[src/rtl/krp8_dbus_periph.sv]
// Data-bus peripheral for the KRP8 initiator: a 32-bit compare timer with sticky
// match/IRQ and a small TX byte FIFO drained by a valid/ready consumer.
// Ports:
//   clk, rst_n          clock, asynchronous active-low reset
//   dreq, ndrw          bus request, 0=read / 1=write
//   daddr, dwdata       byte address ([29:12] decode, [4:2] register), write data
//   drdata, rvalid      registered read data, asserted the cycle after a read
//   tx_data, tx_valid   FIFO head byte, FIFO not empty
//   tx_ready            consumer takes the head on tx_valid & tx_ready
//   irq                 registered STATUS.MATCH & CTRL.IE
module krp8_dbus_periph #(
  parameter logic [17:0] BASE       = 18'h00001,
  parameter int unsigned FIFO_DEPTH = 4
) (
  input  logic        clk,
  input  logic        rst_n,
  input  logic        dreq,
  input  logic        ndrw,
  input  logic [29:0] daddr,
  input  logic [31:0] dwdata,
  output logic [31:0] drdata,
  output logic        rvalid,
  output logic [7:0]  tx_data,
  output logic        tx_valid,
  input  logic        tx_ready,
  output logic        irq
);

  localparam int unsigned PW = (FIFO_DEPTH > 1) ? $clog2(FIFO_DEPTH) : 1;
  localparam int unsigned CW = $clog2(FIFO_DEPTH + 1);

  localparam logic [2:0] REG_CNT    = 3'd0;
  localparam logic [2:0] REG_CMP    = 3'd1;
  localparam logic [2:0] REG_CTRL   = 3'd2;
  localparam logic [2:0] REG_STATUS = 3'd3;
  localparam logic [2:0] REG_TXDATA = 3'd4;
  localparam logic [2:0] REG_FSTAT  = 3'd5;

  // Register state
  logic [31:0]   cnt, cmp;
  logic [2:0]    ctrl;            // [0] EN, [1] AUTORELOAD, [2] IE
  logic          match, ovf;
  logic [7:0]    mem [FIFO_DEPTH];
  logic [PW-1:0] rd_ptr, wr_ptr;
  logic [CW-1:0] count;

  // Next-state values
  logic [31:0]   cnt_n, cmp_n, rdata_c;
  logic [2:0]    ctrl_n;
  logic          match_n, ovf_n;
  logic [7:0]    mem_n [FIFO_DEPTH];
  logic [PW-1:0] rd_ptr_n, wr_ptr_n;
  logic [CW-1:0] count_n;

  logic       sel, rd_req, wr_req, hit, push, pop, full, empty;
  logic [2:0] idx;

  assign full  = (count == CW'(FIFO_DEPTH));
  assign empty = (count == '0);

  // Address bits outside the decode/index fields are intentionally ignored.
  logic unused_addr;
  assign unused_addr = ^{daddr[11:5], daddr[1:0]};

  // Bus decode, read mux, timer and FIFO next-state
  always_comb begin : next_state
    cnt_n    = cnt;
    cmp_n    = cmp;
    ctrl_n   = ctrl;
    match_n  = match;
    ovf_n    = ovf;
    mem_n    = mem;
    rd_ptr_n = rd_ptr;
    wr_ptr_n = wr_ptr;
    count_n  = count;
    rdata_c  = '0;

    sel    = dreq && (daddr[29:12] == BASE);
    idx    = daddr[4:2];
    rd_req = sel && !ndrw;
    wr_req = sel && ndrw;

    case (idx)
      REG_CNT:    rdata_c = cnt;
      REG_CMP:    rdata_c = cmp;
      REG_CTRL:   rdata_c = {29'd0, ctrl};
      REG_STATUS: rdata_c = {30'd0, ovf, match};
      REG_TXDATA: rdata_c = 32'(count);
      REG_FSTAT:  rdata_c = {30'd0, full, empty};
      default:    rdata_c = '0;
    endcase

    // Timer: compare uses current CMP, so a CMP write affects the next edge
    hit = ctrl[0] && (cnt == cmp);
    if (ctrl[0]) cnt_n = (hit && ctrl[1]) ? '0 : cnt + 32'd1;
    if (wr_req && idx == REG_CNT)  cnt_n  = dwdata;
    if (wr_req && idx == REG_CMP)  cmp_n  = dwdata;
    if (wr_req && idx == REG_CTRL) ctrl_n = dwdata[2:0];
    if (wr_req && idx == REG_STATUS) begin
      match_n = match & ~dwdata[0];
      ovf_n   = ovf & ~dwdata[1];
    end
    if (hit) match_n = 1'b1;   // hardware set beats a same-cycle W1C

    // FIFO: a pop in the same cycle frees the slot for a push into a full FIFO
    pop  = tx_valid && tx_ready;
    push = wr_req && (idx == REG_TXDATA) && (!full || pop);
    if (wr_req && (idx == REG_TXDATA) && full && !pop) ovf_n = 1'b1;
    if (push) begin
      mem_n[wr_ptr] = dwdata[7:0];
      wr_ptr_n      = wr_ptr + PW'(1);
    end
    if (pop) rd_ptr_n = rd_ptr + PW'(1);
    count_n = count + CW'(push) - CW'(pop);
  end

  // State and registered outputs
  always_ff @(posedge clk or negedge rst_n) begin
    if (!rst_n) begin
      cnt      <= '0;
      cmp      <= '0;
      ctrl     <= '0;
      match    <= 1'b0;
      ovf      <= 1'b0;
      mem      <= '{default: '0};
      rd_ptr   <= '0;
      wr_ptr   <= '0;
      count    <= '0;
      drdata   <= '0;
      rvalid   <= 1'b0;
      tx_data  <= '0;
      tx_valid <= 1'b0;
      irq      <= 1'b0;
    end else begin
      cnt      <= cnt_n;
      cmp      <= cmp_n;
      ctrl     <= ctrl_n;
      match    <= match_n;
      ovf      <= ovf_n;
      mem      <= mem_n;
      rd_ptr   <= rd_ptr_n;
      wr_ptr   <= wr_ptr_n;
      count    <= count_n;
      rvalid   <= rd_req;
      if (rd_req) drdata <= rdata_c;
      // Head byte is registered from the post-update FIFO so it tracks pushes/pops
      tx_data  <= mem_n[rd_ptr_n];
      tx_valid <= (count_n != '0);
      irq      <= match && ctrl[2];
    end
  end

endmodule

[config.mk]
export PLATFORM = sky130hd
export DESIGN_NAME = krp8_dbus_periph
export DESIGN_NICKNAME = d
export VERILOG_FILES = /design/src/rtl/krp8_dbus_periph.sv
export SDC_FILE = /design/constraint.sdc
export NUM_CORES = 1
export LEC_CHECK = 0
export ABC_AREA = 1
export BUFFER_PORTS_ARGS = -buffer_cell sky130_fd_sc_hd__buf_2
export CAP_MARGIN = 20
export CORE_ASPECT_RATIO = 0.6
export CORE_UTILIZATION = 50
export DETAILED_ROUTE_END_ITERATION = 7
export PLACE_DENSITY = 0.71
export SLEW_MARGIN = 15
export SYNTH_ARGS = -nofsm -noshare
export SYNTH_HDL_FRONTEND = slang
export SYNTH_SLANG_ARGS = --single-unit
[constraint.sdc]
create_clock -name clk -period 5.13 [get_ports clk]
set_input_delay 0.513 -clock clk [delete_from_list [all_inputs] [get_ports clk]]
set_output_delay 0.513 -clock clk [all_outputs]
set_load 0.1 [all_outputs]
# Yosys cells after proc, flatten, opt, wreduce, memory -nomap -nowiden
# Cells that the tools add are included.
[word_totals]
regBits = 151
in_bits = 67
output_inout_bits = 43
wordCells = 81
[classes]
add_sub_neg = 5
order_cmp = 3
n_eq_ne = 8
mux = 16
bitwise_logic = 6
n_reduce_logical = 26
[ops]
columns = ["op", "n"]
rows = [
  ["$pmux W32 S6", 1],
  ["$mux W32", 4],
  ["$add A32 B1 Y32 const B", 1],
  ["$bwmux W32", 1],
  ["$eq A32 B32 Y1", 1],
  ["$mux W8", 3],
  ["$eq A18 B1 Y1 const B", 1],
  ["$bmux W8 S2", 1],
  ["$demux W8 S2", 1],
  ["$logic_and A1 B1 Y1", 16],
  ["$eq A3 B3 Y1 const B", 3],
  ["$eq A3 B2 Y1 const B", 2],
  ["$ge A3 B3 Y1 const B", 2],
  ["$logic_not A3 Y1", 2],
  ["$not A2 Y3", 2],
  ["$reduce_bool A2 Y1", 3],
  ["$add A2 B1 Y2 const B", 2],
  ["$mux W1", 4],
  ["$add A3 B1 Y3", 1],
  ["$eq A3 B1 Y1 const B", 1],
  ["$logic_not A1 Y1", 3],
  ["$lt A3 B1 Y1 const B", 1],
  ["$reduce_bool A3 Y1", 1],
  ["$sub A3 B1 Y3", 1],
  ["other kinds (4)", 6],
]

# Logic depth before layout (Yosys ltp)
# Gate-level depths: netlist of the first run.
[depth]
ltp_word = 10
ltp_mapped = 15
depth_no_buf = 15

# Worst setup path after synthesis of the first run
# No wires, ideal clock.
[synth_timing]
path_kind = "register to register"
startpoint = "register tx_valid"
endpoint = "register tx_valid"
setup_ns = 0.131
t_arrival_ns = 3.175
slack_ns = 1.824
path_stages_with_launch = 13
cell_sequence = "dfrtp_1 > nand2_1 > nand2_1 > clkbuf_1 > nand3_1 > ha_1 > inv_1 > ha_1 > inv_1 > fa_1 > xnor2_1 > xor2_1 > or3_1"
[synth_via]
elab_chain_len = 6
[synth_lines]
columns = ["element", "line_no", "text"]
rows = [
  ["from (decl)", "24", "output logic tx_valid,"],
  ["from (signal assigned)", "148", "tx_valid <= (count_n != '0);"],
  ["$logic_and A1 B1 Y1 (*)", "106", "pop = tx_valid && tx_ready;"],
  ["$logic_or A1 B1 Y1", "107", "push = wr_req && (idx == REG_TXDATA) && (!full || pop);"],
  ["$logic_and A1 B1 Y1", "107", ""],
  ["$add A3 B1 Y3", "114", "count_n = count + CW'(push) - CW'(pop);"],
  ["$sub A3 B1 Y3 (*)", "114", ""],
  ["named net count_n[2]", "53", "logic [CW-1:0] count_n;"],
  ["$reduce_bool A3 Y1 (*)", "148", ""],
]
# The timed path passes the listed nets; every way through them passes the cells marked *.
# A chain may end at the register's enable or synchronous reset.

# Worst setup path in the final report of the first run
[layout_timing]
startpoint = "input port daddr[17]"
endpoint = "register tx_valid"
[layout_via]
elab_chain_len = 8
[layout_lines]
columns = ["element", "line_no", "text"]
rows = [
  ["from (decl)", "19", "input logic [29:0] daddr,"],
  ["$eq A18 B1 Y1", "78", "sel = dreq && (daddr[29:12] == BASE);"],
  ["$logic_and A1 B1 Y1", "78", ""],
  ["$logic_and A1 B1 Y1", "81", "wr_req = sel && ndrw;"],
  ["$logic_and A1 B1 Y1 (2 in series)", "107", ""],
  ["$add A3 B1 Y3", "114", ""],
  ["$sub A3 B1 Y3", "114", ""],
  ["named net count_n[2]", "53", ""],
  ["$reduce_bool A3 Y1", "148", ""],
]
# The timed path passes the listed nets, and every way through them passes these cells.

==> key figures, run 1 <==
Route
  • M1 WL: 12.7 mm
  • Met2 wire len: 9.51 mm
  • Post-DR wirelength/cell: 15.4 um
  • Initial DRT Pass Iterations: 6
  • Vias per cell: 5.39
  • DR WL met3: 2.66 mm
  • Top sig layer: met4
  • Antenna Nets Post-Route: 0
  • Routed via count: 8,750
  • DRT iter0 DRCs: 1,055
  • # DRC: 0
  • Drt total wl: 25.1 mm

Floorplanning
  • Ports: 110
  • Die Y-Extent: 107 um
  • Die Span X: 177 um
  • Die footprint: 18,900 um2
  • Initial core utilization: 0.523
  • Num rows: 37
  • Core area: 17,500 um2

Yosys
  • Post-Synthesis Cells: 1,300
  • Cell taking the most area after synthesis: dfrtp_1
  • Ranking of synthesized cells by area: dfrtp_1 (41%), nand2_1 (14%), inv_1 (11%)
  • Synthesized flop and latch total: 151
  • Most frequent cell after synthesis: nand2_1
  • Most instantiated cells after synthesis: nand2_1 (353), inv_1 (279), dfrtp_1 (151)
  • Library cells used by synthesis: 38
  • Compound-Gate Fraction of Synth Area: 0.121
  • Area share of the largest cell type after synthesis: 0.413
  • Post-Synth Adder-Cell Area: 0.0118
  • Avg Inst Size Synth: 7.03 um2
  • Async SR Flop Fraction: 1.00
  • Ys flop type: dfrtp_1
  • Simple-gate area share of the yosys netlist: 0.276
  • Syn_nets: 1,375
  • Post-Synth XOR/XNOR Area: 0.0286
  • Post-synth EDFFs: 0
  • Largest family of logic cells by synthesized area: simple AND/OR/NAND/NOR gates
  • Post-synthesis mux area share: 0
  • Synthesized cell area: 9150 um2
  • Yosys warns: 0
  • Sequential share of the synthesized area: 0.413

STA
  • Worst Tran Pin Value: 0.909 ns
  • Final setup fails: 0
  • Final hold vios: 0
  • F_max: 0.339 GHz
  • RSZ-0062 raised after global routing: no
  • Hold slack: 0.0527 ns
  • Period utilization: 0.575
  • Slew HR: 0.394
  • Max-slew violations: 0
  • Minimum clock period: 2.95 ns
  • Setup Skew: 0.0141 ns
  • Setup TNS: 0 ns

Final layout
  • Ant. Diodes: 0
  • Share of cells above drive strength 1: 0.123
  • Fin nets: 1,450
  • Fillers: 1,668
  • Area of the multi-input gates: 4000 um2
  • Area grow syn2layout: 13.1%
  • Storage cell area: 3780 um2

Clock tree
  • H-tree depth: 4
  • Clk slew on worst S/H paths: 0.07 ns
  • CTS tree: built
  • Clock sinks: 151
  • Post-CTS Repair Setup Buffers: 0
  • Largest buffer count on any clock path: 2
  • Worst skew pair latency: 0.43 ns
  • Post-CTS Hold Fix Bufs: 0
  • Clock root buffer: clkbuf_16
  • CTS resizes: 0
  • Num CTS Buffers: 17

Global route
  • First-pass GRT wire length: 41.3 mm
  • Total Routing Usage GR: 0.281
  • Largest net degree at the start of global routing: 66
  • Vias in the first global route: 7,824
  • Initial antenna violation count: 0
  • Total gr overflow: 0

Pwr
  • Leakage: 0.00531 uW
  • Peak supply drop: 0.223 mV
  • Pwr Density: 313 nW/um2

Setup path
  • Crit-path max FO: 3
  • Worst Setup EP: tx_valid
  • Worst r2r src: count[1]
  • Kind of end point of the critical path: register
  • CP startpoint: daddr[17]
  • Crit path DAT: 3.26 ns
  • Worst-case reg-to-reg path depth: 11
  • Reg-to-reg slack, setup: 2.60 ns
  • FF-to-FF End: tx_valid
  • Crit start category: primary input
  • Worst Path Class, Setup: primary input to register
  • Worst path required time: 5.44 ns

Placed design
  • Post-DP HPWL: 17.4 mm
  • Port Buffers: 100
  • GPL Wtd Cong: 0.954

Worst hold path
  • Worst min path class: primary input to asynchronous set/reset pin

Run
  • Max_cap viols: 0

Run status
  • Status: completed
==> power by group <==
part	switching, uW	internal [uW]	leakage [uW]
clock network	537	748	0.000291
registers	25.6	1250	0.00188
logic	532	147	0.00314
total	1100	2140	0.00531
==> cells by family after synthesis <==
| family | Yosys count |
|---|---|
| and+or+nand+nor | 578 |
| buffers and inverters | 343 |
| AOI/OAI and AO/OA | 191 |
| DFF | 151 |
| xor gates and xnor gates | 29 |
| adders and majority gates | 8 |
==> flip-flops by register name, indices dropped and copies added (netlist names), 2 cells and up <==
register / cells
count: 3
cmp: 32
cnt: 32
drdata: 32
wr_ptr: 2
rd_ptr: 2
tx_data: 8
ctrl: 3
mem: 32
==> cells in the final DEF (no fill, tap or decap), drive strengths merged, types with 6 or more instances in the layout <==
| master | count |
|---|---|
| a21oi | 20 |
| buf | 111 |
| clkbuf | 19 |
| clkinv | 8 |
| dfrtp | 151 |
| ha | 7 |
| inv | 289 |
| nand2 | 354 |
| nand3 | 49 |
| nand4 | 75 |
| nor2 | 78 |
| nor3 | 15 |
| o21ai | 103 |
| o22ai | 67 |
| xnor2 | 6 |
| xor2 | 23 |
==> worst max-delay path, cell delays in order <==
cell and delay (ns):
buf_2 0.10, nor2_1 0.10, nand2_1 0.06, nor2_1 0.15, nor3b_2 0.29, and2_1 0.39, nand3_1 0.13, ha_1 0.31
inv_1 0.05, ha_1 0.13, inv_1 0.05, fa_1 0.37, xnor2_1 0.15, xor2_1 0.15, or3_1 0.31
==> layer usage <==
layer | GRT usage | vias to the layer above
met5 | 0 | -
met4 | 0.0634 | 0
met3 | 0.0766 | 19
met2 | 0.359 | 412
met1 | 0.455 | 4066
li1 | - | 4253
==> worst min-delay path by stage <==
stage,start,to,slack (ns),cells after the start
after global placement,drdata[25],drdata[25],0.46,2
after floorplan,rst_n,cmp[0],0.22,0
final,rst_n,drdata[22],0.05,1
after CTS,rst_n,drdata[22],0.08,1
after global routing,rst_n,drdata[22],0.11,1
after detailed placement,drdata[18],drdata[18],0.47,2
==> final cells by class <==
cell class	count	area share
clock buffers	19	0.0438
clock inverters	13	0.0138
inverters	288	0.105
multi-input cells	806	0.387
flip-flops and latches	151	0.365
well taps	234	0.0283
repair buffers	111	0.0570
==> metrics by stage <==
| stage | utilization | total power, uW | std cells | setup slack [ns] | area, um2 |
|---|---|---|---|---|---|
| after global placement | 0.557 | 1950 | 1590 | 1.81 | 9740 |
| after detailed placement | 0.557 | 1960 | 1590 | 1.78 | 9740 |
| after floorplan | - | 1770 | 1300 | 1.82 | 9150 |
| final | 0.591 | 3230 | 1622 | 2.18 | 10300 |
| after global routing | 0.591 | 3360 | 1622 | 1.89 | 10300 |
| after CTS | 0.591 | 3240 | 1622 | 2.19 | 10300 |
No activity file was read; power rests on OpenSTA's default activity.
==> run 2: changes to the inputs <==
==> constraint.sdc (replaced) <==
create_clock -name clk -period 3 [get_ports clk]
set_input_delay 0.3 -clock clk [delete_from_list [all_inputs] [get_ports clk]]
set_output_delay 0.3 -clock clk [all_outputs]
set_load 0.1 [all_outputs]
==> key figures, run 2 (synthesis gave the netlist of run 1 again) <==
Run status
  • Status: completed

Clock tree
  • CTS tree: built
  • Largest buffer count on any clock path: 2 (unchanged)
  • Clock sinks: 151 (unchanged)
  • CTS resizes: 0 (unchanged)
  • Num CTS Buffers: 17 (unchanged)
  • Worst skew pair latency: 0.43 ns (about the same)
  • Post-CTS Repair Setup Buffers: 0 (unchanged)
  • H-tree depth: 4 (unchanged)
  • Clock root buffer: clkbuf_16
  • Clk slew on worst S/H paths: 0.08 ns (about the same)

Floorplanning
  • Core area: 17,500 um2 (unchanged)
  • Die Span X: 177 um (unchanged)
  • Ports: 110 (unchanged)
  • Num rows: 37 (unchanged)
  • Initial core utilization: 0.523 (unchanged)
  • Die Y-Extent: 107 um (unchanged)
  • Die footprint: 18,900 um2 (unchanged)

Route
  • Drt total wl: 25.8 mm (+3.1%)
  • Vias per cell: 5.41 (+0.31%)
  • Initial DRT Pass Iterations: 6 (unchanged)
  • Routed via count: 8,831 (+0.93%)
  • Antenna Nets Post-Route: 0 (unchanged)
  • DRT iter0 DRCs: 1,129 (+7.0%)
  • # DRC: 0 (unchanged)
  • Post-DR wirelength/cell: 15.8 um (+2.5%)

Global route
  • Largest net degree at the start of global routing: 70 (+6.1%)
  • First-pass GRT wire length: 42.1 mm (+2.1%)
  • Total gr overflow: 0 (unchanged)
  • Total Routing Usage GR: 0.286 (+0.00481)
  • Initial antenna violation count: 0 (unchanged)
  • Vias in the first global route: 7,998 (+2.2%)

Final layout
  • Share of cells above drive strength 1: 0.129 (+0.00627)
  • Commonest non-fill, non-tap cell in the layout: nand2_1
  • Fillers: 1,628 (-2.4%)
  • Ant. Diodes: 0 (unchanged)
  • Area grow syn2layout: 13.9%
  • Final instance area: 10,400 um2 (+0.79%)
  • Fin nets: 1,460 (+0.69%)
  • Most frequent cells in the layout: nand2_1 (353), inv_1 (279), dfrtp_1 (150)

STA
  • Final hold vios: 0 (unchanged)
  • Setup TNS: 0 ns (unchanged)
  • Setup Skew: 0.0165 ns (+0.00240 ns)
  • Final setup fails: 0 (unchanged)
  • RSZ-0062 raised after global routing: no
  • Period utilization: 0.841
  • Max-slew violations: 0 (unchanged)
  • Hold slack: 0.125 ns (+0.0724 ns)
  • Minimum clock period: 2.52 ns
  • Worst Tran Pin Value: 0.768 ns (-0.141 ns)
  • F_max: 0.396 GHz
  • Slew HR: 0.488 (+0.0940)

Placed design
  • GPL Wtd Cong: 0.943 (-1.1%)
  • Post-DP HPWL: 18.2 mm (+4.3%)
  • Port Buffers: 100 (unchanged)
  • Post-DP Area: 9830 um2 (+0.86%)

Setup path
  • Crit-path max FO: 3 (unchanged)
  • WP buf/inv: 2 (-1)
  • CP startpoint: count[0]
  • Worst path max stage delay: 0.42 ns (+0.03 ns)
  • Reg-to-reg slack, setup: 0.48 ns (-2.12 ns)
  • FF-to-FF End: tx_valid
  • Delay-heaviest family, CP: simple AND/OR/NAND/NOR gates
  • Kind of end point of the critical path: register
  • Crit-path cells: nor3_1, nand2_1, nand3_1, ha_1, inv_1, ha_1, inv_1, fa_1, xnor2_1, xor2_1, or3_1
  • Crit start category: register
  • Slowest cell on the critical path: dfrtp_1
  • Worst path required time: 3.31 ns (-2.13 ns)
  • Worst Path Class, Setup: register to register
  • Worst r2r src: count[0]
  • Worst-case reg-to-reg path depth: 11 (unchanged)
  • Crit path DAT: 2.83 ns (-0.43 ns)

Worst hold path
  • Critical hold path startpoint: dwdata[24]
  • Worst min path class: primary input to register
  • Worst Hold End: cmp[24]
  • Hold Path Stages: 3

Run
  • Max_cap viols: 0 (unchanged)

Pwr
  • Leakage: 0.00536 uW (+0.89%)
  • Tot Pwr: 5540 uW (+71%)
  • Peak supply drop: 0.361 mV (+62%)
  • Pwr Density: 532 nW/um2 (+70%)
==> run 2: cell count changes in the layout (fill, tap and decap cells not counted), sizes merged <==
| cell | change |
|---|---|
| buf | +9 |
| bufinv | -1 |
| clkbuf | -2 |
| clkinv | -1 |
| clkinvlp | -1 |
| dlygate4sd3 | +1 |
| inv | +5 |
==> run 2: worst max path at each step <==
stage               cells after the start  endpoint  slack, ns
floorplan                              12  tx_valid       0.08
global placement                       15  tx_valid       0.14
detailed placement                     15  tx_valid       0.06
CTS                                    11  tx_valid       0.49
global route                           10   cnt[11]       0.26
finish                                 11  tx_valid       0.48
==> run 2: layout make-up <==
| class | instances | area, um2 | share of cell area |
|---|---|---|---|
| timing repair buffer | 121 | 679 | 0.0652 |
| sequential | 151 | 3780 | 0.363 |
| multi-input combinational | 806 | 4000 | 0.384 |
| tap | 234 | 293 | 0.0281 |
| inverter | 288 | 1080 | 0.104 |
| clock inverter | 15 | 158 | 0.0151 |
| clock buffer | 17 | 425 | 0.0408 |
==> run 2: tightest hold or removal path: cells and delay by family <==
| family | cells | cell delay [ns] |
|---|---|---|
| buf+inv | 2 | 0.15 |
| compound gates | 1 | 0.06 |
==> run 2: per-stage QoR <==
stage,util,cells,setup WS [ns]
floorplan,-,1300,0.0848
global placement,0.562,1599,0.138
detailed placement,0.562,1599,0.0570
CTS,0.595,1632,0.486
global route,0.595,1632,0.262
finish,0.595,1632,0.477
==> run 2: power by group <==
group / switching [uW] / internal, uW
logic: 920 / 270
clock network: 994 / 1180
registers: 47.6 / 2130
==> run 2: routing by layer <==
layer	routed length, um	up-vias	GRT usage
li1	-	4263	-
met1	12700	4057	0.462
met2	9820	487	0.369
met3	3090	24	0.0741
met4	224	0	0.0622
met5	0	-	0
==> run 2: timing repair <==
action                                  4_1_cts  5_1_grt
hold endpoints to repair                     67        0
endpoints found under the setup margin        0        0
hold buffers                                  1        0
